[config.mk]
export PLATFORM = sky130hd
export DESIGN_NAME = tmds_decoder
export DESIGN_NICKNAME = d
export VERILOG_FILES = /design/src/rtl/tmds_decoder.sv
export SDC_FILE = /design/constraint.sdc
export NUM_CORES = 1
export LEC_CHECK = 0
export ABC_CLOCK_PERIOD_IN_PS = 1750
export CORE_MARGIN = 2
export CORE_UTILIZATION = 55
export CTS_BUF_LIST = sky130_fd_sc_hd__clkbuf_2 sky130_fd_sc_hd__clkbuf_4 sky130_fd_sc_hd__clkbuf_8
export CTS_CLUSTER_DIAMETER = 60
export DETAILED_ROUTE_END_ITERATION = 7
export MAX_ROUTING_LAYER = met4
export PLACE_DENSITY = 0.8
export REMOVE_ABC_BUFFERS = 1
export SLEW_MARGIN = 20
export SYNTH_ARGS = -nofsm -noshare
export SYNTH_HDL_FRONTEND = slang
export SYNTH_SLANG_ARGS = --single-unit
[constraint.sdc]
create_clock -name clk_pix -period 1.75 [get_ports clk_pix]
set_input_delay 0.175 -clock clk_pix [delete_from_list [all_inputs] [get_ports clk_pix]]
set_output_delay 0.175 -clock clk_pix [all_outputs]
set_load 0.02 [all_outputs]
[src/rtl/tmds_decoder.sv]
// tmds_decoder: receive-side TMDS channel decoder (one per DVI channel).
// It finds symbol alignment in the raw deserializer words by hunting for runs
// of control tokens, then decodes each aligned symbol to pixel data or control.
// Optional build macro: TMDS_SLIP_OUT_EN. When it is defined, the internal
// window shifter is removed and alignment is instead requested from the
// deserializer through single-cycle slip pulses.
module tmds_decoder #(
   parameter int LOCK_RUN    = 16,
   parameter int SEARCH_WAIT = 4096,
   parameter int LOSS_WAIT   = 8192
) (
   input  logic       clk_pix,
   input  logic       rst_pix_n,
   input  logic [9:0] sym_in,
   output logic       de,
   output logic [7:0] data,
   output logic [1:0] ctrl,
   output logic       locked,
   output logic [3:0] offset,
   output logic       slip
);

   localparam int RUN_W   = $clog2(LOCK_RUN + 1);
   localparam int TMR_MAX = (SEARCH_WAIT > LOSS_WAIT) ? SEARCH_WAIT : LOSS_WAIT;
   localparam int TMR_W   = $clog2(TMR_MAX);

   localparam logic [RUN_W-1:0] RUN_FULL    = RUN_W'(LOCK_RUN);
   localparam logic [RUN_W-1:0] RUN_LAST    = RUN_W'(LOCK_RUN - 1);
   localparam logic [TMR_W-1:0] SEARCH_LAST = TMR_W'(SEARCH_WAIT - 1);
   localparam logic [TMR_W-1:0] LOSS_LAST   = TMR_W'(LOSS_WAIT - 1);

   localparam logic [9:0] TOK_00 = 10'b1101010100;
   localparam logic [9:0] TOK_01 = 10'b0010101011;
   localparam logic [9:0] TOK_10 = 10'b0101010100;
   localparam logic [9:0] TOK_11 = 10'b1010101011;

   typedef enum logic {
      ST_SEARCH = 1'b0,
      ST_LOCKED = 1'b1
   } state_t;

   // Returns {hit, value}; value is meaningful only when hit is set.
   function automatic logic [2:0] match_token(input logic [9:0] s);
      logic [2:0] r;
      case (s)
         TOK_00:  r = 3'b100;
         TOK_01:  r = 3'b101;
         TOK_10:  r = 3'b110;
         TOK_11:  r = 3'b111;
         default: r = 3'b000;
      endcase
      return r;
   endfunction

   // Undo the optional inversion (bit 9), then the XOR/XNOR chain (bit 8).
   function automatic logic [7:0] decode_data(input logic [9:0] s);
      logic [7:0] q;
      logic [7:0] d;
      q    = s[9] ? ~s[7:0] : s[7:0];
      d[0] = q[0];
      for (int i = 1; i < 8; i++) begin
         d[i] = s[8] ? (q[i] ^ q[i-1]) : ~(q[i] ^ q[i-1]);
      end
      return d;
   endfunction

   logic [9:0]       sym_p0;      // previous raw word
   logic [9:0]       sym_al_p1;   // aligned symbol
   logic [9:0]       win;
   state_t           state;
   state_t           state_nxt;
   logic [RUN_W-1:0] run_cnt;
   logic [TMR_W-1:0] timer;
   logic [1:0]       ign_cnt;
   logic             tok_hit;
   logic [1:0]       tok_val;
   logic             tok_run;
   logic             run_done;
   logic             seek_step;
   logic             loss_timeout;
   logic [7:0]       dec_d;

`ifdef TMDS_SLIP_OUT_EN
   // The deserializer does the shifting; the window is simply the last word.
   assign win    = sym_p0;
   assign offset = 4'd0;

   // One-cycle bitslip request on every search timeout.
   always_ff @(posedge clk_pix or negedge rst_pix_n) begin
      if (!rst_pix_n) slip <= 1'b0;
      else            slip <= seek_step;
   end
`else
   logic [19:0] cat;
   assign cat  = {sym_in, sym_p0};
   assign slip = 1'b0;

   // Pick the 10-bit window starting 'offset' bits into the two-word history.
   always_comb begin
      win = cat[9:0];
      case (offset)
         4'd0:    win = cat[9:0];
         4'd1:    win = cat[10:1];
         4'd2:    win = cat[11:2];
         4'd3:    win = cat[12:3];
         4'd4:    win = cat[13:4];
         4'd5:    win = cat[14:5];
         4'd6:    win = cat[15:6];
         4'd7:    win = cat[16:7];
         4'd8:    win = cat[17:8];
         4'd9:    win = cat[18:9];
         default: win = cat[19:10];
      endcase
   end

   // Advance the bit offset on each search timeout, wrapping 9 -> 0.
   always_ff @(posedge clk_pix or negedge rst_pix_n) begin
      if (!rst_pix_n)     offset <= 4'd0;
      else if (seek_step) offset <= (offset == 4'd9) ? 4'd0 : offset + 4'd1;
   end
`endif

   // ---- stage 0 -> 1: capture raw word history and the aligned window
   always_ff @(posedge clk_pix or negedge rst_pix_n) begin
      if (!rst_pix_n) begin
         sym_p0    <= 10'd0;
         sym_al_p1 <= 10'd0;
      end else begin
         sym_p0    <= sym_in;
         sym_al_p1 <= win;
      end
   end

   assign {tok_hit, tok_val} = match_token(sym_al_p1);
   assign dec_d    = decode_data(sym_al_p1);
   // Tokens seen just after an offset change come from the old alignment.
   assign tok_run  = tok_hit && (ign_cnt == 2'd0);
   assign run_done = tok_run && (run_cnt == RUN_LAST);

   // Search/lock state register.
   always_ff @(posedge clk_pix or negedge rst_pix_n) begin
      if (!rst_pix_n) state <= ST_SEARCH;
      else            state <= state_nxt;
   end

   // Next-state logic; a completed run always beats a timeout.
   always_comb begin
      state_nxt    = state;
      seek_step    = 1'b0;
      loss_timeout = 1'b0;
      case (state)
         ST_SEARCH: begin
            if (run_done)                  state_nxt = ST_LOCKED;
            else if (timer == SEARCH_LAST) seek_step = 1'b1;
         end
         ST_LOCKED: begin
            if (!run_done && (timer == LOSS_LAST)) begin
               state_nxt    = ST_SEARCH;
               loss_timeout = 1'b1;
            end
         end
         default: state_nxt = ST_SEARCH;
      endcase
   end

   // Consecutive-token run length, saturating so a run completes only once.
   always_ff @(posedge clk_pix or negedge rst_pix_n) begin
      if (!rst_pix_n)     run_cnt <= '0;
      else if (seek_step) run_cnt <= '0;
      else if (tok_run)   run_cnt <= (run_cnt == RUN_FULL) ? run_cnt : run_cnt + 1'b1;
      else                run_cnt <= '0;
   end

   // Cycles since the last completed run, state change or offset change.
   always_ff @(posedge clk_pix or negedge rst_pix_n) begin
      if (!rst_pix_n)                            timer <= '0;
      else if (run_done || seek_step || loss_timeout) timer <= '0;
      else                                       timer <= timer + 1'b1;
   end

   // Blanking window covering the two symbols still in flight after a step.
   always_ff @(posedge clk_pix or negedge rst_pix_n) begin
      if (!rst_pix_n)             ign_cnt <= 2'd0;
      else if (seek_step)         ign_cnt <= 2'd2;
      else if (ign_cnt != 2'd0)   ign_cnt <= ign_cnt - 2'd1;
   end

   // ---- stage 1 -> 2: decoded outputs; ctrl keeps its value through data
   always_ff @(posedge clk_pix or negedge rst_pix_n) begin
      if (!rst_pix_n) begin
         de     <= 1'b0;
         data   <= 8'd0;
         ctrl   <= 2'd0;
         locked <= 1'b0;
      end else begin
         locked <= (state == ST_LOCKED);
         if (state == ST_SEARCH) begin
            de   <= 1'b0;
            data <= 8'd0;
            ctrl <= 2'd0;
         end else if (tok_hit) begin
            de   <= 1'b0;
            data <= 8'd0;
            ctrl <= tok_val;
         end else begin
            de   <= 1'b1;
            data <= dec_d;
         end
      end
   end

endmodule

==> results.md <==
* Register area share after synthesis at 39.5%
* Core area at 6350 um^2
* Fmax at 0.522 GHz
* Tmin final at 1920 ps
* Slew Limit Fails at 0
* Post-synthesis mux area share at 8.83%
* Data required time of the worst path at 2020 ps
* Arrival time at the worst endpoint at 2190 ps
* Failing checks: negative setup slack
* Most frequent cells in the layout: buf_4, dfrtp_1, nor2_1
* Adder-cell share of the synthesized area at 4.50%
* Commonest non-fill, non-tap cell in the layout: buf_4
* VDD IR-drop max at 0.613 mV
* Synth Area in Simple Gates at 20.0%
* Clock sinks at 57
* Status: complete, but fails checks
* Vias per std cell at 6.07
* Hold WS at 329 ps
* Power, Total at 0.00286 W
* Max-Cap Viols at 0
* CP max stage delay at 420 ps
* Synth async-reset ratio at 100%
* Worst-path fanout max at 6
* Clock Skew at 14.7 ps
* Prevailing post-synth register cell: dfrtp_1
* GRT Util Overall at 29.7%
* Synth cell types at 66
* Pleak at 2.12 nW
* Largest net degree at the start of global routing at 58
* Number of global-route vias before repair at 3,313
* Die X at 85.1 um
* Ratio of cells with drive above 1 in the final layout at 30.9%
* Syn Std Cell Area at 3610 um^2
* Largest family of logic cells by synthesized area: simple AND/OR/NAND/NOR gates
* Height of the chip at 85.1 um
* Clock network power share at 43.0%
* FF+latch count, synth at 57
* Crit-path cells: ha_2 > and3_4 > ha_4 > nand4_1 > o22ai_4 > buf_4 > buf_6 > nor3b_2 > xor2_1
* Sequential Power Share at 47.8%
* Layout fillers at 427
* Net Switching at 0.000705 W
* Die area at 7240 um^2
* Min-Delay Path Class: in -> reg
* Crit. End Element: flop
* Io pins at 29
* Ant. Diodes at 0
* Final setup margin at -167 ps
* Synth-to-layout area growth at 36.1%
* WS Path Type: reg -> reg
* RSZ-0062 raised after global routing: yes
* Clk_lat worst skew at 350 ps
* Total CTS buffers at 9
* Mean Syn Cell Area at 9.51 um^2
* GP Congestion at 0.942
* Compound-gate portion of the synthesized area at 14.6%
* H-tree levels at 3
* CP max stage cell: dfrtp_1
* Final Hold Fails at 0
* Routed via count at 3,374
* Drt wl/cell at 18.8 um
* PD cells at 582 nW/um^2
* Sw Ratio at 24.7%
* Number of flops mapped to enable cells by yosys at 0
* Routed wire length at 10,500 um
* Drt drc at 0
* Finished Core Util at 77.5%
* Clock transition at the registers of the reported paths at 70 ps
* Xor and xnor fraction of the mapped netlist area at 6.78%
* Remaining antenna violation count after routing at 0
* Startpoint types: flop
* Pre-CTS setup slack at -152 ps
* Row cnt at 29
* Hpwl dp at 6750 um
* TritonCTS clock tree: built
* Iter 0 DRT Violations at 248
* Setup TNS Final at -2480 ps
* First-pass GRT wire length at 16,300 um
* Bufs and invs on worst path at 2
* Syn Inst Count at 380
* Final setup fails at 20
* YS warnings at 0
* Power share of the combinational group at 9.2%
* CTS root buf: clkbuf_8
* DR pass1 iterations at 5
* Starting Density at 56.9%
* Tcrit/Tclk final at 110%
* Remaining Overflow, GRT at 0
* Clk buf depth at 2
* Final net count at 500
* Internal power at 0.00215 W
* Worst path top cell family by delay: simple AND/OR/NAND/NOR gates
* Initial antenna violation count at 0
* PortBufs at 27
-- sequential cells by signal, summed over array words and instances, names as in the netlist --
signal / flops
sym_al_p1: 10
sym_p0: 10
ctrl: 2
ign_cnt: 2
state: 1
data: 8
timer: 13
offset: 4
locked: 1
de: 1
run_cnt: 5
-- what timing repair did --
action,4_1_cts,5_1_grt
hold buffers,1,0
gates cloned,2,0
gates resized for setup,23,24
setup endpoints to repair,38,35
pin swaps,12,8
setup buffers,1,8
endpoints found under the hold margin,57,0
-- layer usage --
metal	part of all wire, %	routed length (um)	track usage (%)
met1	42	4420	37.4
met2	49	5130	46.6
met3	5.8	606	7.10
met4	3.1	320	11.4
met5	0	0	-
-- power groups by stage --
stage	logic (W)	clock network (W)	registers, W
after global placement	0.000245	0	0.00139
final	0.000262	0.00123	0.00137
after global routing	0.000289	0.00130	0.00137
after detailed placement	0.000252	0	0.00139
after CTS	0.000256	0.00123	0.00137
after floorplan	0.000101	0	0.00139
-- final timing paths --
check	start	to	slack (ps)	depth (start not counted)
min in group asynchronous	rst_pix_n	sym_p0[8]$_DFF_PN0_	350	3
hold / removal	sym_in[9]	sym_p0[9]$_DFF_PN0_	330	1
max in group asynchronous	rst_pix_n	offset[3]$_DFFE_PN0P_	1090	3
hold reg to reg	ign_cnt[1]$_DFFE_PN0P_	ign_cnt[1]$_DFFE_PN0P_	500	1
setup reg to reg	run_cnt[1]$_DFFE_PN0P_	offset[2]$_DFFE_PN0P_	-170	9
setup / recovery	run_cnt[1]$_DFFE_PN0P_	offset[2]$_DFFE_PN0P_	-170	9
-- metrics by stage --
stage                     cells  area, um^2
after detailed placement    530        4460
after CTS                   548        4750
final                       556        4920
after floorplan             352        3490
after global placement      530        4460
after global routing        556        4920
-- cell type report --
type,instances,area [um^2],area share (%)
Inverter,22,82.6,1.68
Timing Repair Buffer,111,960,19.5
Clock inverter,5,56.3,1.14
Clock buffer,10,138,2.80
Tap cell,77,96.3,1.96
Multi-Input combinational cell,274,2160,43.9
Sequential cell,57,1430,29.1
-- Yosys cell counts (all sizes together) (11+ instances only) --
library cell	number	area, um^2
nand2	18	67.6
nor2	38	143
clkbuf	12	45.0
buf	16	77.6
a21oi	12	60.1
ha	13	163
mux2i	24	240
xnor2	20	175
nor3	11	55.1
inv	21	78.8
dfrtp	57	1430
-- cell families after synthesis --
logic type      count (synthesis)
simple gates                  128
compound gates                 73
fa+ha+maj                      13
buf+inv                        50
xor+xnor                       28
other cells                     1
flops                          57
mux                            30
(Power assumes the default switching activity.)
